### src/rtl/wb_arb_pkg.sv
// wb_arb_pkg: shared widths, wait-counter width and FSM state encoding
//   for the writeback port arbiter.
package wb_arb_pkg;
   localparam int XLEN       = 32;
   localparam int REG_ADDR_W = 5;
   localparam int CNT_W      = 3;
   typedef enum logic [1:0] {IDLE, HOLD, FORCE} state_t;
endpackage

### src/rtl/wb_hold_buffer.sv
// wb_hold_buffer: one-entry register holding a deferred MDU result.
//   clk, rst       : clock, synchronous active-high reset
//   load           : capture load_rd/load_data, mark entry valid
//   clear          : empty the entry (takes priority over load)
//   valid, rd, data: held entry
module wb_hold_buffer
   import wb_arb_pkg::*;
(
   input  logic                  clk,
   input  logic                  rst,
   input  logic                  load,
   input  logic                  clear,
   input  logic [REG_ADDR_W-1:0] load_rd,
   input  logic [XLEN-1:0]       load_data,
   output logic                  valid,
   output logic [REG_ADDR_W-1:0] rd,
   output logic [XLEN-1:0]       data
);
   always_ff @(posedge clk)
      if (rst || clear) begin
         valid <= 1'b0;
         rd    <= '0;
         data  <= '0;
      end else if (load) begin
         valid <= 1'b1;
         rd    <= load_rd;
         data  <= load_data;
      end
endmodule

### src/rtl/wb_port_arbiter.sv
// wb_port_arbiter: single register-file write port shared by the MEM/WB
//   writeback and a multi-cycle unit (MDU), with a one-entry hold buffer.
//   clk, rst                         : clock, synchronous active-high reset
//   MEMWB_WriteBack/_rd/_WbData      : pipeline writeback request
//   mdu_valid/mdu_rd/mdu_data        : MDU result, mdu_ready = accepted
//   rf_we/rf_rd/rf_wdata             : register-file write (zero latency)
//   wb_stall                         : pipeline writeback refused this cycle
//   pend_valid/pend_rd               : held MDU result, for hazard detection
//   Macro WB_ARB_STARVE_GUARD_EN     : enables the wait counter and FORCE
//                                      state; otherwise the buffer drains
//                                      only on pipeline-idle cycles.
module wb_port_arbiter
   import wb_arb_pkg::*;
#(
   parameter int STARVE_LIMIT = 4
) (
   input  logic                  clk,
   input  logic                  rst,
   input  logic                  MEMWB_WriteBack,
   input  logic [REG_ADDR_W-1:0] MEMWB_rd,
   input  logic [XLEN-1:0]       MEMWB_WbData,
   input  logic                  mdu_valid,
   input  logic [REG_ADDR_W-1:0] mdu_rd,
   input  logic [XLEN-1:0]       mdu_data,
   output logic                  mdu_ready,
   output logic                  rf_we,
   output logic [REG_ADDR_W-1:0] rf_rd,
   output logic [XLEN-1:0]       rf_wdata,
   output logic                  wb_stall,
   output logic                  pend_valid,
   output logic [REG_ADDR_W-1:0] pend_rd
);
   if (STARVE_LIMIT < 1 || STARVE_LIMIT > 7) begin : g_bad_limit
      $error("STARVE_LIMIT must be in 1..7");
   end
   state_t                  state, state_nxt;
   logic                    pipe_req, mdu_req;
   logic                    sel_pipe, sel_buf, sel_mdu, load;
   logic                    buf_valid;
   logic [REG_ADDR_W-1:0]   buf_rd;
   logic [XLEN-1:0]         buf_data;
   logic                    starve;
`ifdef WB_ARB_STARVE_GUARD_EN
   logic [CNT_W-1:0]        cnt, cnt_inc;
   assign cnt_inc = (cnt == '1) ? cnt : cnt + 1'b1;
   assign starve  = cnt_inc >= CNT_W'(STARVE_LIMIT);
`else
   assign starve  = 1'b0;
`endif
   // rd=0 writes are architecturally void, so they never request the port
   always_comb begin
      pipe_req  = MEMWB_WriteBack && (MEMWB_rd != '0);
      mdu_req   = mdu_valid && (mdu_rd != '0);
      sel_buf   = (state == FORCE) || ((state == HOLD) && !pipe_req);
      sel_pipe  = pipe_req && (state != FORCE);
      sel_mdu   = (state == IDLE) && !pipe_req && mdu_req;
      load      = (state == IDLE) && pipe_req && mdu_req;
      rf_we     = !rst && (sel_buf || sel_pipe || sel_mdu);
      rf_rd     = rst      ? '0 :
                  sel_buf  ? buf_rd :
                  sel_pipe ? MEMWB_rd :
                  sel_mdu  ? mdu_rd : '0;
      rf_wdata  = rst      ? '0 :
                  sel_buf  ? buf_data :
                  sel_pipe ? MEMWB_WbData :
                  sel_mdu  ? mdu_data : '0;
      mdu_ready = !rst && (state == IDLE);
`ifdef WB_ARB_STARVE_GUARD_EN
      wb_stall  = !rst && (state == FORCE);
`else
      wb_stall  = 1'b0;
`endif
      state_nxt = (state == IDLE) ? (load ? HOLD : IDLE) :
                  (state == HOLD) ? (!pipe_req ? IDLE : starve ? FORCE : HOLD) :
                  IDLE;
   end
   // reset hides the held entry immediately; the buffer itself empties at the edge
   assign pend_valid = buf_valid && !rst;
   assign pend_rd    = rst ? '0 : buf_rd;
   always_ff @(posedge clk)
      if (rst) begin
         state <= IDLE;
`ifdef WB_ARB_STARVE_GUARD_EN
         cnt   <= '0;
`endif
      end else begin
         state <= state_nxt;
`ifdef WB_ARB_STARVE_GUARD_EN
         cnt   <= sel_buf ? '0 : ((state == HOLD) && pipe_req) ? cnt_inc : cnt;
`endif
      end
   wb_hold_buffer u_buf (
      .clk       (clk),
      .rst       (rst),
      .load      (load),
      .clear     (sel_buf),
      .load_rd   (mdu_rd),
      .load_data (mdu_data),
      .valid     (buf_valid),
      .rd        (buf_rd),
      .data      (buf_data)
   );
endmodule
### config.mk
export PLATFORM = sky130hd
export DESIGN_NAME = wb_port_arbiter
export DESIGN_NICKNAME = d
export VERILOG_FILES = /design/src/rtl/wb_arb_pkg.sv /design/src/rtl/wb_hold_buffer.sv /design/src/rtl/wb_port_arbiter.sv
export SDC_FILE = /design/constraint.sdc
export NUM_CORES = 1
export LEC_CHECK = 0
export CORE_MARGIN = 5
export CORE_UTILIZATION = 30
export CTS_BUF_LIST = sky130_fd_sc_hd__clkbuf_4
export CTS_CLUSTER_SIZE = 12
export DETAILED_ROUTE_END_ITERATION = 7
export GPL_TIMING_DRIVEN = 0
export MAX_ROUTING_LAYER = met4
export SLEW_MARGIN = 15
export SYNTH_ARGS = -nofsm -noshare
export SYNTH_HDL_FRONTEND = slang
export SYNTH_SLANG_ARGS = --single-unit
### constraint.sdc
create_clock -name clk -period 2.36 [get_ports clk]
set_clock_uncertainty 0.05 [all_clocks]
set_input_delay 0.472 -clock clk [delete_from_list [all_inputs] [get_ports clk]]
set_output_delay 0.472 -clock clk [all_outputs]
set_load 0.01 [all_outputs]
==> results of run 1 <==
==> cell families (layout without fill, tap and decap cells) <==
| logic type | after synthesis | in the layout | share of synthesized area (%) |
|---|---|---|---|
| other cells | 1 | 1 | 0.160 |
| buf+inv | 33 | 170 | 7.45 |
| simple gates | 136 | 136 | 31.9 |
| compound gates | 84 | 84 | 27.2 |
| flops | 39 | 39 | 33.2 |
==> sequential cells by signal, summed over array words and instances (netlist names) <==
register     count
u_buf.valid      1
state            1
u_buf.rd         5
u_buf.data      32
==> per-stage QoR <==
step                      worst slack, ns  hold WS, ns
after floorplan                    0.0647        0.374
after global placement              -1.26        0.381
final                              -0.314        0.333
after detailed placement            -1.26        0.388
after global routing               -0.347        0.335
after CTS                          -0.419        0.350
==> power groups by stage <==
stage,registers [uW],clock network (uW),logic (uW)
after detailed placement,720,0,491
after CTS,705,373,475
after global placement,719,0,489
after floorplan,716,0,207
final,705,368,469
after global routing,710,399,508
==> metal layers <==
metal / vias up / GRT usage [%]
met1: 1280 / 21.8
met5: - / -
met3: 9 / 3.11
li1: 1368 / -
met2: 84 / 29.3
met4: 0 / 3.47
==> layout by cell type (no fill, tap or decap), types with 2 or more instances in the layout <==
cell             count
a21oi_1              2
o21a_1               2
nand2_1             40
buf_1                4
clkbuf_4            10
buf_4                9
clkbuf_2            17
clkdlybuf4s50_1     71
buf_6               12
dlymetal6s2s_1       2
dfxtp_1             39
nor3_1               3
a221o_1             34
dlygate4sd2_1        5
nand4_1             37
and2_1              34
nor2_1               7
buf_2               31
clkbuf_1             8
o21ai_1             37
nor2b_1              8
==> repair_timing <==
item	4_1_cts	5_1_grt
gates resized for setup	148	50
pin swaps	6	16
endpoints found under the hold margin	0	0
endpoints found under the setup margin	38	38
setup buffers	5	7
==> tightest hold or removal path, stage by stage <==
cell	delay [ns]
buf_6	0.10
nand4_1	0.06
o21ai_1	0.05
==> worst max-delay path by stage <==
stage,to,startpoint,cells past startpoint
3_5_place_dp,rf_wdata[18],MEMWB_rd[1],7
2_1_floorplan,rf_wdata[10],mdu_rd[0],5
5_1_grt,rf_wdata[25],mdu_rd[0],8
4_1_cts,rf_wdata[24],mdu_rd[0],7
3_3_place_gp,rf_wdata[25],MEMWB_rd[1],7
6_report,rf_wdata[25],mdu_rd[0],8
==> cell type report <==
type | instances | area share [%]
clock buffer | 7 | 1.42
sequential | 39 | 21.1
buffer | 31 | 5.08
multi-input combinational | 221 | 38.9
tap | 102 | 3.45
timing repair buffer | 131 | 29.8
clock inverter | 1 | 0.135
==> reports/metrics.cfg, run 1 <==
[critical_path]
rr_worst_depth=7
critPathArrivalTime_ns=2.15
crit_fanout=10
reg2reg_from=state[0]
critPathMostFrequentCell=buf_6
slowest_delay_ns=0.55
cp_cell_sequence=buf_6, or4_4, o21ai_4, nor4_4, buf_6, buf_6, a221o_1, buf_2
required_ns=1.84
reg2reg_slack_ns=0.48
crit_type=input pin to output pin
cp_top_family=simple AND/OR/NAND/NOR gates
cp-start-kind=input pin
critPathCaptureType=output pin
worst-path-buf-inv=4
reg2reg_to=u_buf.data[17]
slowest_stage=or4_4

[placed_design]
hpwl_mm=6.34
portBuffers=121
post_dp_cell_area_mm2=0.00369
dp.cells=516
globalplace.congestion=0.805

[grt]
grt_max_degree=20
grt_util_all_layers_pct=17.4
grt_pass1_wl_mm=13.7
grt_pass1_vias=2670
grt_remaining_overflow=0
antenna_found_initial=0

[pwr]
p_clk_share_pct=23.8
total_power_uw=1540
p_comb_share_pct=30.4
switching_share_pct=30.3
p_per_area_mw_per_mm2=417
ir_drop_uv=203
switchingPower_uw=467
p_leak_uw=0.00150
p_int_uw=1070
power_frac_seq_pct=45.7

[yosys]
async_flop_share_pct=0
syn_area_per_cell_um2=8.02
synthTopCellsByCount=nand2_1 (40), dfxtp_1 (39), nand4_1 (37), o21ai_1 (37)
ys.warnings.count=0
postSynthCellCount=293
synth_top_area_share_pct=33.2
ys_seq_elements=39
synth_edf_count=0
synth_nets=371
ys_types=30
synth_area_leader_cell=dfxtp_1
synthesis.area_mm2=0.00235
synthTopCellsByArea=dfxtp_1 (33%), a221o_1 (14%), nand4_1 (9.8%), and2_1 (9.0%), o21ai_1 (7.9%)
ys_seq_area_share_pct=33.2
ys.flop_type=dfxtp_1
yosysMostFrequentCell=nand2_1

[detailed_routing]
drt_wl_total_mm=8.45
drc_errors=0
vias=2741
drt_iter0_drc=116
vias_per_cell=5.15
wl_met3_um=486
dr.pass1.iters=4
wl_met2_mm=4.07
ant_nets=0
drt-met1-wl_mm=3.79
route.detailed.wl_per_inst_um=15.9
top_layer_used=met4

[flow_run]
max_cap_violations=0

[cts]
worstSkewPairLatency_ns=0.34
path_clk_slew_ns=0.11
numCtsBuffers=5
h-tree-depth=2
cts_tree=built
cts_sinks=39
clock_path_buffers=2
hold_buffers=0
ctsRootBufferMaster=clkbuf_4

[finish]
final_cells=532
final_area_mm2=0.00369
nFillCells=812
area_growth_pct=57.2
nNetsFinal=507
antenna_cells=0
drive_gt1_share_pct=21.4
fin_util_pct=48.1
register_area_um2=781
multiInputGateArea_mm2=0.00144

[sta]
tightest_slew_ns=0.533
hold_viol=0
timing.fmax_mhz=374
slew_headroom_pct=64.4
setup_tns_ns=-9.13
fin_crit_sh_pct=113
rsz0062_at_grt=yes
fin_crit_ns=2.67
worst_slack_ns=-0.314
maxSlewViolCount=0
setup_viol=34

[floorplanning]
die_y_um=98.5
io_pins=124
core-area_mm2=0.00769
rows=32
die_x_um=98.5
initial_utilization_pct=30.6
die-area_mm2=0.00971

[outcome]
status=complete, but fails checks
failed_checks=negative setup slack

[worst_hold_path]
hp-start=mdu_rd[1]
whs_endpoint=u_buf.rd[1]
hp-class=input pin to flop
hold_depth=3

Note: power is estimated with default switching activity, not from simulation.
==> run 2, diff against run 1 <==
--- a/config.mk
+++ b/config.mk
@@ -10,9 +10,9 @@
 export CTS_BUF_LIST = sky130_fd_sc_hd__clkbuf_4
 export CTS_CLUSTER_SIZE = 12
 export DETAILED_ROUTE_END_ITERATION = 7
-export GPL_TIMING_DRIVEN = 0
 export MAX_ROUTING_LAYER = met4
-export SLEW_MARGIN = 15
+export PLACE_DENSITY = 0.66
+export SLEW_MARGIN = 10
 export SYNTH_ARGS = -nofsm -noshare
 export SYNTH_HDL_FRONTEND = slang
 export SYNTH_SLANG_ARGS = --single-unit
==> constraint.sdc (replaced) <==
create_clock -name clk -period 2.44 [get_ports clk]
set_clock_uncertainty 0.05 [all_clocks]
set_input_delay 0.488 -clock clk [delete_from_list [all_inputs] [get_ports clk]]
set_output_delay 0.488 -clock clk [all_outputs]
set_load 0.01 [all_outputs]
==> run 2 against run 1 <==
Against the previous run: sequential share of layout area is 2.1 points lower; first-iteration DRC count increased by 38%; cell count up 1.9%; design area up 11%; via count is 3.8% higher; non-clock buffer count increased by 10; the run still ends with negative setup slack left; setup slack improved by 0.10 ns; worst hold slack improved by 0.068 ns; power up 7.1%; largest power group unchanged; largest cell class is now buffers; critical path depth did not move; sequential cell count unchanged; critical endpoint is now rf_wdata[4]; register-to-register slack lost 0.13 ns.
==> reports/metrics.cfg, run 2 (synthesis gave the netlist of run 1 again) <==
[sta]
worst_slack_ns=-0.210  ; +0.104 ns
fin_crit_ns=2.65
tightest_slew_ns=0.705  ; +0.172 ns
rsz0062_at_grt=yes
setup_viol=34  ; unchanged
fin_crit_sh_pct=109
hold_viol=0  ; unchanged
timing.fmax_mhz=377
slew_headroom_pct=53.0  ; -11 points
maxSlewViolCount=0  ; unchanged

[placed_design]
globalplace.congestion=0.882  ; +9.6%
portBuffers=122  ; +0.83%
hpwl_mm=5.81  ; -8.4%
dp_slack_ns=-0.868  ; +0.396 ns

[cts]
cts_sinks=39  ; unchanged
cts_tree=built
h-tree-depth=2  ; unchanged
ctsRootBufferMaster=clkbuf_4
numCtsBuffers=5  ; unchanged
worstSkewPairLatency_ns=0.34  ; about the same
clock_path_buffers=2  ; unchanged
path_clk_slew_ns=0.14  ; +0.03 ns

[grt]
grt_remaining_overflow=0  ; unchanged
grt_pass1_vias=2818  ; +5.5%
grt_max_degree=76  ; +280%
grt_pass1_wl_mm=14.6  ; +7.0%
grt_util_all_layers_pct=18.9  ; +1.6 points
antenna_found_initial=0  ; unchanged

[floorplanning]
initial_utilization_pct=30.6  ; unchanged
core-area_mm2=0.00769  ; unchanged
die_x_um=98.5  ; unchanged
die_y_um=98.5  ; unchanged
io_pins=124  ; unchanged
die-area_mm2=0.00971  ; unchanged
rows=32  ; unchanged

[detailed_routing]
drt_wl_total_mm=9.08  ; +7.4%
drc_errors=0  ; unchanged
route.detailed.wl_per_inst_um=16.7  ; +5.4%
ant_nets=0  ; unchanged
vias=2846  ; +3.8%
drt_iter0_drc=160  ; +38%
vias_per_cell=5.25  ; +1.9%
dr.pass1.iters=4  ; unchanged

[finish]
layout_common_cells=clkdlybuf4s50_1 (71), nand2_1 (40), buf_2 (38), dfxtp_1 (38)
layout_commonest_cell=clkdlybuf4s50_1
largest-register=u_buf.data
drive_gt1_share_pct=27.0  ; +5.7 points
antenna_cells=0  ; unchanged
nNetsFinal=517  ; +2.0%
largest_reg_flops=32  ; unchanged
area_growth_pct=74.8
top_regs=u_buf.data: 32 flops, u_buf.rd: 5 flops

[pwr]
ir_drop_uv=220  ; +8.3%
p_per_area_mw_per_mm2=402  ; -3.7%
total_power_uw=1650  ; +7.1%
p_leak_uw=0.00169  ; +12%

[critical_path]
crit_type=input pin to output pin
required_ns=1.90  ; +0.06 ns
crit_fanout=6  ; -4
critPathCaptureType=output pin
critPathArrivalTime_ns=2.11  ; -0.04 ns
cp-start-kind=input pin

[outcome]
status=complete, but fails checks
failed_checks=negative setup slack

[flow_run]
max_cap_violations=0  ; unchanged

[worst_hold_path]
hp-class=flop to flop

run 2: cell type report:
type	instances	area, um^2
clock buffer	5	37.5
sequential	39	782
timing repair buffer	172	1630
fill	746	3580
tap	102	128
clock inverter	3	43.8
multi-input combinational	221	1490
run 2: routing by layer:
| layer | vias to the layer above | track usage (%) | part of all wire (%) |
|---|---|---|---|
| li1 | 1397 | - | - |
| met1 | 1337 | 24.5 | 45 |
| met2 | 106 | 30.6 | 48 |
| met3 | 6 | 4.53 | 6.6 |
| met4 | 0 | 3.15 | 0.84 |
| met5 | - | - | 0 |
run 2: final timing paths:
check	slack (ns)	from	depth (start not counted)	to
max reg2reg	0.35	state[0]	6	u_buf.data[24]
max	-0.21	mdu_rd[0]	8	rf_wdata[4]
min reg2reg	0.40	u_buf.data[13]	2	u_buf.data[13]
min	0.40	u_buf.data[13]	2	u_buf.data[13]
run 2: critical path, stage by stage:
cell	delay (ns)
buf_6	0.09
or4_4	0.54
o21ai_4	0.17
nor4_4	0.06
buf_6	0.16
buf_12	0.14
a221o_1	0.31
buf_2	0.14
run 2: metrics by stage:
step	utilization (%)	setup TNS [ns]	instance area (um^2)	std cells	hold slack, ns
2_1_floorplan	-	0	2350	293	0.374
3_3_place_gp	50.2	-34.63	3860	518	0.381
3_5_place_dp	50.2	-35.71	3860	518	0.385
4_1_cts	53.4	-7.16	4100	542	0.399
5_1_grt	53.5	-7.59	4110	542	0.418
6_report	53.5	-6.22	4110	542	0.401
run 2: power breakdown:
group / total (uW) / internal [uW] / switching (uW)
clock: 444 / 216 / 228
sequential: 683 / 668 / 15.1
combinational: 524 / 292 / 232
run 2: what timing repair did:
item / CTS / global route
pin swaps: 41 / 2
buffers inserted: 8 / 0
hold buffers: 0 / 0
gates cloned: 9 / 0
hold endpoints to repair: 0 / 0
endpoints found under the setup margin: 44 / 38
resized for setup: 208 / 15
==> run 3, diff against run 2 <==
--- a/config.mk
+++ b/config.mk
@@ -5,13 +5,15 @@
 export SDC_FILE = /design/constraint.sdc
 export NUM_CORES = 1
 export LEC_CHECK = 0
+export ABC_CLOCK_PERIOD_IN_PS = 2440
 export CORE_MARGIN = 5
 export CORE_UTILIZATION = 30
 export CTS_BUF_LIST = sky130_fd_sc_hd__clkbuf_4
 export CTS_CLUSTER_SIZE = 12
 export DETAILED_ROUTE_END_ITERATION = 7
+export DONT_BUFFER_PORTS = 1
+export GPL_TIMING_DRIVEN = 0
 export MAX_ROUTING_LAYER = met4
-export PLACE_DENSITY = 0.66
 export SLEW_MARGIN = 10
 export SYNTH_ARGS = -nofsm -noshare
 export SYNTH_HDL_FRONTEND = slang
==> run 3 against run 2 <==
Against the previous run: the run still ends with negative setup slack left; clock power fell by 25%; design area is 36% lower; first-iteration DRC count down 28%; maximum frequency increased by 5.7%; sequential share of layout area is 10 points higher; critical endpoint is now rf_wdata[1].
==> reports/metrics.cfg, run 3 (synthesis gave the netlist of run 1 again) <==
[placed_design]
dp_slack_ns=-0.181  ; +0.686 ns
portBuffers=0  ; -100%
hpwl_mm=5.64  ; -2.9%
post_dp_cell_area_mm2=0.00248  ; -36%
globalplace.congestion=0.827  ; -6.3%

[grt]
grt_pass1_wl_mm=11.9  ; -19%
antenna_found_initial=0  ; unchanged
grt_pass1_vias=2228  ; -21%
grt_remaining_overflow=0  ; unchanged
grt_max_degree=12  ; -84%
grt_util_all_layers_pct=15.5  ; -3.4 points

[worst_hold_path]
hp-class=input pin to flop
hold_depth=2  ; unchanged

[finish]
top_regs=u_buf.data: 32 flops, u_buf.rd: 5 flops
layout_common_cells=nand2_1 (40), dfxtp_1 (39), nand4_1 (37), o21ai_1 (37)
drive_gt1_share_pct=13.6  ; -13 points
final_area_mm2=0.00265  ; -36%
nNetsFinal=385  ; -26%
antenna_cells=0  ; unchanged
layout_commonest_cell=nand2_1
nFillCells=872  ; +17%
area_growth_pct=12.6
largest-register=u_buf.data
largest_reg_flops=32  ; unchanged

[floorplanning]
die_y_um=98.5  ; unchanged
die_x_um=98.5  ; unchanged
initial_utilization_pct=30.6  ; unchanged
rows=32  ; unchanged
core-area_mm2=0.00769  ; unchanged
die-area_mm2=0.00971  ; unchanged
io_pins=124  ; unchanged

[outcome]
status=complete, but fails checks
failed_checks=negative setup slack

[sta]
fin_crit_ns=2.51  ; -0.144 ns
worst_slack_ns=-0.0660  ; +0.144 ns
fin_crit_sh_pct=103  ; -5.9 points
hold_viol=0  ; unchanged
slew_headroom_pct=66.6  ; +14 points
setup_viol=30  ; -12%
timing.fmax_mhz=399  ; +5.7%
tightest_slew_ns=0.500  ; -0.205 ns
maxSlewViolCount=0  ; unchanged
rsz0062_at_grt=yes

[critical_path]
cp-start-kind=input pin
crit_type=input pin to output pin
crit_fanout=6  ; unchanged
critPathCaptureType=output pin
critPathArrivalTime_ns=1.97  ; -0.14 ns
required_ns=1.90  ; about the same
rr_worst_depth=7  ; +1

[flow_run]
max_cap_violations=0  ; unchanged

[detailed_routing]
vias_per_cell=5.57  ; +6.0%
route.detailed.wl_per_inst_um=18.8  ; +12%
drt_iter0_drc=115  ; -28%
ant_nets=0  ; unchanged
vias=2282  ; -20%
dr.pass1.iters=4  ; unchanged
drt_wl_total_mm=7.71  ; -15%
drc_errors=0  ; unchanged

[cts]
worstSkewPairLatency_ns=0.34  ; about the same
clock_path_buffers=2  ; unchanged
path_clk_slew_ns=0.12  ; -0.02 ns
cts_sinks=39  ; unchanged
h-tree-depth=2  ; unchanged
numCtsBuffers=5  ; unchanged
ctsRootBufferMaster=clkbuf_4
cts_tree=built

[pwr]
p_leak_uw=0.000938  ; -44%
p_per_area_mw_per_mm2=486  ; +21%
ir_drop_uv=225  ; +2.1%

## run 3: changes by cell type in the layout (fill, tap and decap cells not counted), moves of 5 or more
cell             previous run  this run
clkdlybuf4s50_1            71         0
buf_12                      5         0
clkbuf_1                    0        10
buf_6                      13         5
buf_2                      38         8
buf_4                      30         8
## run 3: through the flow
stage	util, %	setup TNS, ns	power (uW)	hold WS (ns)	cells
2_1_floorplan	-	0	893	0.374	293
3_3_place_gp	32.2	-4.04	949	0.381	395
3_5_place_dp	32.2	-4.35	952	0.385	395
4_1_cts	33.6	-1.50	1300	0.196	407
5_1_grt	34.4	-1.85	1360	0.189	410
6_report	34.4	-1.21	1290	0.216	410
## run 3: area by class of cell
type                            instances  area [um^2]  area share (%)
Clock buffer                            6         45.0            1.70
Clock inverter                          2         7.51           0.284
Buffer                                 33          193            7.28
Timing Repair Buffer                    7         73.8            2.79
Multi-Input combinational cell        221         1420            53.6
Tap cell                              102          128            4.82
Sequential cell                        39          781            29.5
## run 3: worst max-delay path, stage by stage
cell and delay, ns:
or4_4 0.55, o21ai_4 0.18, nor4_4 0.07, buf_6 0.15
buf_8 0.13, a221o_1 0.40
## run 3: routing by layer
metal | GRT usage, % | routed length (um) | vias to the layer above
met4 | 3.15 | 49 | 0
met3 | 4.88 | 592 | 5
met5 | - | 0 | -
met1 | 18.6 | 3280 | 1069
met2 | 25.8 | 3780 | 90
li1 | - | - | 1118
## run 3: worst paths after layout
check | startpoint | to | slack (ns)
setup / recovery | mdu_rd[3] | rf_wdata[1] | -0.07
hold / removal | mdu_data[6] | u_buf.data[6] | 0.22
setup reg to reg | state[0] | u_buf.data[18] | 0.52
hold reg to reg | u_buf.data[11] | u_buf.data[11] | 0.40
## run 3: where the power goes
part | internal, uW | leakage [uW] | switching [uW]
clock network | 118 | 0.0000307 | 215
registers | 668 | 0.000318 | 14.7
logic | 100 | 0.000589 | 169
## run 3: what timing repair did
action / 4_1_cts / 5_1_grt
gates cloned: 0 / 1
hold endpoints to repair: 0 / 0
buffers inserted: 4 / 2
gates resized for setup: 9 / 11
setup endpoints to repair: 33 / 31
pin swaps: 27 / 7
hold buffers: 0 / 0
